[config.mk]
export PLATFORM = sky130hd
export DESIGN_NAME = mc_request_queue
export DESIGN_NICKNAME = d
export VERILOG_FILES = /design/src/rtl/mc_request_queue.sv
export SDC_FILE = /design/constraint.sdc
export NUM_CORES = 2
export LEC_CHECK = 0
export CAP_MARGIN = 20
export CELL_PAD_IN_SITES_DETAIL_PLACEMENT = 2
export CELL_PAD_IN_SITES_GLOBAL_PLACEMENT = 2
export CORE_MARGIN = 2
export CORE_UTILIZATION = 40
export DETAILED_ROUTE_END_ITERATION = 8
export HOLD_SLACK_MARGIN = 0.02
export PLACE_DENSITY = 0.73
export SLEW_MARGIN = 10
export SYNTH_ARGS = -nofsm -noshare
export SYNTH_HDL_FRONTEND = slang
export SYNTH_SLANG_ARGS = --single-unit
[constraint.sdc]
create_clock -name clk -period 13.9 [get_ports clk]
set_input_delay 1.39 -clock clk [delete_from_list [all_inputs] [get_ports clk]]
set_output_delay 1.39 -clock clk [all_outputs]
set_load 0.005 [all_outputs]
[src/rtl/mc_request_queue.sv]
// mc_request_queue: time-gated 16-deep in-order request FIFO that owns and fast-forwards the CPU cycle counter
module mc_request_queue #(
  parameter int ADDR_WIDTH  = 36,
  parameter int MEMOP_WIDTH = 2,
  parameter int TIME_WIDTH  = 64,
  parameter int IN_BUFF_CT  = 16
) (
  input  logic                            clk,
  input  logic                            rst,
  input  logic                            in_valid,
  output logic                            in_ready,
  input  logic [TIME_WIDTH-1:0]           in_time,
  input  logic [MEMOP_WIDTH-1:0]          in_op,
  input  logic [ADDR_WIDTH-1:0]           in_addr,
  output logic                            out_valid,
  input  logic                            out_ready,
  output logic [TIME_WIDTH-1:0]           out_time,
  output logic [MEMOP_WIDTH-1:0]          out_op,
  output logic [ADDR_WIDTH-1:0]           out_addr,
  output logic [$clog2(IN_BUFF_CT):0]     count,
  output logic                            full,
  output logic                            empty,
  output logic [TIME_WIDTH-1:0]           cpu_time,
  output logic                            err_order,
  output logic                            err_op
);
  localparam int PW = $clog2(IN_BUFF_CT);
  localparam int CW = PW + 1;
  logic [TIME_WIDTH-1:0]  mem_time [IN_BUFF_CT];
  logic [MEMOP_WIDTH-1:0] mem_op   [IN_BUFF_CT];
  logic [ADDR_WIDTH-1:0]  mem_addr [IN_BUFF_CT];
  logic [PW-1:0]          head, tail;
  logic [TIME_WIDTH-1:0]  last_time;
  logic [CW-1:0]          count_nxt;
  logic                   push, store, pop, bad_op;
  assign in_ready  = !rst && !full && (in_time <= cpu_time);
  assign push      = in_valid && in_ready;
  assign bad_op    = in_op == MEMOP_WIDTH'(3);
  assign store     = push && !bad_op;
  assign pop       = !empty && out_ready;
  assign out_valid = !empty;
  assign out_time  = mem_time[head];
  assign out_op    = mem_op[head];
  assign out_addr  = mem_addr[head];
  always_comb count_nxt = count + CW'(store) - CW'(pop);
  always_ff @(posedge clk) begin
    if (rst) begin
      for (int i = 0; i < IN_BUFF_CT; i++) begin
        mem_time[i] <= '0;
        mem_op[i]   <= '0;
        mem_addr[i] <= '0;
      end
      head      <= '0;
      tail      <= '0;
      count     <= '0;
      full      <= 1'b0;
      empty     <= 1'b1;
      cpu_time  <= '0;
      last_time <= '0;
      err_order <= 1'b0;
      err_op    <= 1'b0;
    end else begin
      cpu_time <= (empty && in_valid && in_time > cpu_time) ? in_time : cpu_time + 1'b1;
      if (store) begin
        mem_time[tail] <= in_time;
        mem_op[tail]   <= in_op;
        mem_addr[tail] <= in_addr;
        tail           <= tail + 1'b1;
      end
      if (pop) head <= head + 1'b1;
      if (push) last_time <= in_time;
      count     <= count_nxt;
      full      <= count_nxt == CW'(IN_BUFF_CT);
      empty     <= count_nxt == '0;
      err_order <= err_order | (push && in_time < last_time);
      err_op    <= err_op | (push && bad_op);
    end
  end
endmodule

==> reports/results.tsv <==
stage	metric	value	unit
outcome	status	finished clean	
final_layout	fin_nets	6130	
floorplan	coreArea	199200	sq um
worst_setup_path	slowest_stage	buf_4	
final_layout	area_delta_synth_final	14.13	%
yosys	syn-cell-area	80060	sq um
clocking	cts.sinks	1781	
placed_design	place_congestion	0.7624	
worst_setup_path	r2r-start	cpu_time[47]	
floorplan	start_util	0.4018	
yosys	netlist_instances	5706	
grt	grt_max_degree	166	
floorplan	dieHeight	451.4	um
final_layout	final_common_cell	nor2_1	
worst_setup_path	crit_path_start	in_time[22]	
grt	grt_pass1_vias	57259	
drt	viasPerCell	5.868	
grt	antenna_found_initial	10	
yosys	synth-edff-count	1632	
clocking	clockBufferDepth	3	
sta	setup_tns	0	ns
drt	routed_wl	283400	um
sta	finalSetupViolCount	0	
clocking	htreeDepth	4	
yosys	synth-main-ff-cell	edfxtp_1	
worst_setup_path	cp_cell_sequence	clkdlybuf4s50_1 > ha_1 > nand4_1 > nor4_1 > nor3b_2 > o311ai_1 > buf_4 > o211ai_2 > o21ai_4 > buf_4 > nand3_4 > buf_4 > buf_4 > buf_4 > nor2_1	
sta	period_needed	8.083	ns
grt	grt_usage	0.2790	
sta	period_share	0.5815	
pwr	p_per_area	147.9	nW/um^2
worst_setup_path	worstPathMaxFanout	64	
floorplan	dieArea	203700	sq um
run	maxCapViolCount	0	
clocking	post_cts_resized	0	
hold_path	min_from	last_time[44]	
yosys	syn_nets	5951	
floorplan	io_pins	283	
worst_setup_path	crit_path_frequent_cell	buf_4	
worst_setup_path	crit_type	in -> reg	
drt	num_vias	51124	
sta	worst_pin_slew	1.244	ns
pwr	ir_drop	0.1397	mV
worst_setup_path	required	14.47	ns
worst_setup_path	critPathArrivalTime	8.65	ns
drt	drt_first_pass_iters	6	
floorplan	rows	164	
grt	grt_pass1_wl	414100	um
sta	relSlewSlack	0.1707	
clocking	cts_setup_buffers	0	
final_layout	drive_gt1_frac	0.1636	
drt	post-route-drc-count	0	
grt	use_met1	0.3551	
drt	drt_iter0_markers	4997	
sta	fmaxAchievable	0.1237	GHz
grt	overflow	0	
yosys	ys_ff_latch	1781	
clocking	root_buffer	clkbuf_16	
worst_setup_path	startpoint_type	input port	
floorplan	die_w	451.4	um
yosys	ys_warn_count	0	
sta	slew_viol_final	0	
grt	use_met2	0.4820	
hold_path	hp-class	reg -> reg	
grt	grtUsageMet3	0.03557	
clocking	numCtsBuffers	195	
sta	hold_violations	0	
clocking	cts_tree	yes	
placed_design	dp_hpwl	160900	um
placed_design	place_inst	8343	
clocking	clk_pin_slew	0.06	ns
final_layout	layout_common_cells	nor2_1, edfxtp_1, mux4_2, nand2_1, clkdlybuf4s50_1	
sta	rsz0062_at_grt	false	
sta	fin_worst_skew	0.03231	ns
yosys	async_flop_share	0	
yosys	yosys.cell_types.count	60	
placed_design	portBuffers	282	
worst_setup_path	slowest_delay	0.88	ns
grt	busiest_layer	met2	
clocking	hold_buffers	0	
clocking	insertion_delay	0.86	ns
drt	drtAntennaViolNets	0	
final_layout	final-instance-count-excl-fill	8713	
worst_setup_path	worstSetupEndpointType	flip-flop	
yosys	ys_seq_area_frac	0.6494	
yosys	syn_avg_cell_area	14.03	sq um
pwr	power.leakage	29.88	nW
drt	post_drt_wl_per_cell	32.52	um
## final timing paths
kind | depth (start not counted) | end | slack [ns]
worst max-delay path | 15 | mem_addr[9][12] | 5.82
worst min-delay path | 1 | last_time[44] | 0.49
worst max register to register | 15 | mem_addr[9][12] | 6.61
worst min register to register | 1 | last_time[44] | 0.49
## synthesized netlist by cell type, types with 4 or more instances
cell	count	area (sq um)
nor2_1	1728	6486
edfxtp_1	1632	49010
mux4_2	510	11490
nand2_1	461	1730
clkbuf_1	163	611.8
dfxtp_1	149	2983
inv_1	141	529.3
ha_1	138	1727
buf_4	100	750.7
buf_2	86	430.4
and3_1	74	462.9
xnor2_1	67	586.8
a31o_2	63	551.8
a211oi_1	60	450.4
a21oi_1	53	265.3
nand3_1	31	155.2
nand4_1	31	193.9
o21ai_0	30	150.1
a21o_1	25	187.7
buf_1	22	82.58
buf_6	22	247.7
and4_1	18	157.7
nor3_1	15	75.07
nor4_1	14	87.58
nor2b_1	10	62.56
mux2i_1	7	70.07
nand3_2	5	50.05
a221oi_1	4	35.03
and2_1	4	25.02
## kinds of logic after synthesis
group	synth area share
mux	0.1443
fa+ha+maj	0.02182
xor+xnor	0.007548
simple gates	0.1205
flops	0.6494
compound gates	0.02293
buf+inv	0.03351
## power breakdown
part           total [mW]  switching [mW]  internal (mW)
sequential           6.25           0.163           6.09
combinational        2.09            1.14          0.951
clock                5.17            2.24           2.92
total                13.5            3.55           9.96
## flip-flops by register name, summed over array words and instances (netlist names), named ones only
register and cells:
mem_addr 576, cpu_time 64, head 4, mem_op 32, tail 4, err_order 1, empty 1, last_time 64
mem_time 1024, err_op 1, full 1, count 5
## layer usage
layer  vias to the layer above  wire length [um]
met5                         -                 7
met4                         2             12050
met3                       467             14320
met2                      1692            143400
met1                     27695            113600
li1                      21268                 -
## stage by stage
| stage | utilization | hold WS [ns] | cell area [sq um] | power (mW) | setup slack, ns |
|---|---|---|---|---|---|
| floorplan | - | 0.4548 | 80060 | 7.536 | 2.931 |
| global placement | 0.4272 | 0.4558 | 85120 | 8.396 | 5.244 |
| detailed placement | 0.4273 | 0.4721 | 85130 | 8.461 | 5.090 |
| CTS | 0.4584 | 0.4857 | 91330 | 13.61 | 5.882 |
| global route | 0.4586 | 0.4973 | 91370 | 13.94 | 5.700 |
| finish | 0.4586 | 0.4857 | 91370 | 13.51 | 5.817 |
## critical path: cells and delay by family
| family | cells | cell delay (ns) |
|---|---|---|
| AO/OA/AOI/OAI | 3 | 0.75 |
| adder cells (fa/ha/maj) | 1 | 0.48 |
| AND/OR/NAND/NOR | 5 | 2.11 |
| buffers and inverters | 6 | 3.78 |
## area by class of cell
cell class | count | area [sq um]
clock buffer | 258 | 5231
antenna | 4 | 10.01
sequential | 1781 | 52000
timing repair buffer | 377 | 3679
multi-input combinational | 3389 | 25620
tap | 2656 | 3323
inverter | 141 | 530.5
fill | 19054 | 107900
clock inverter | 107 | 974.7
Power figures use the tool's default switching activity.
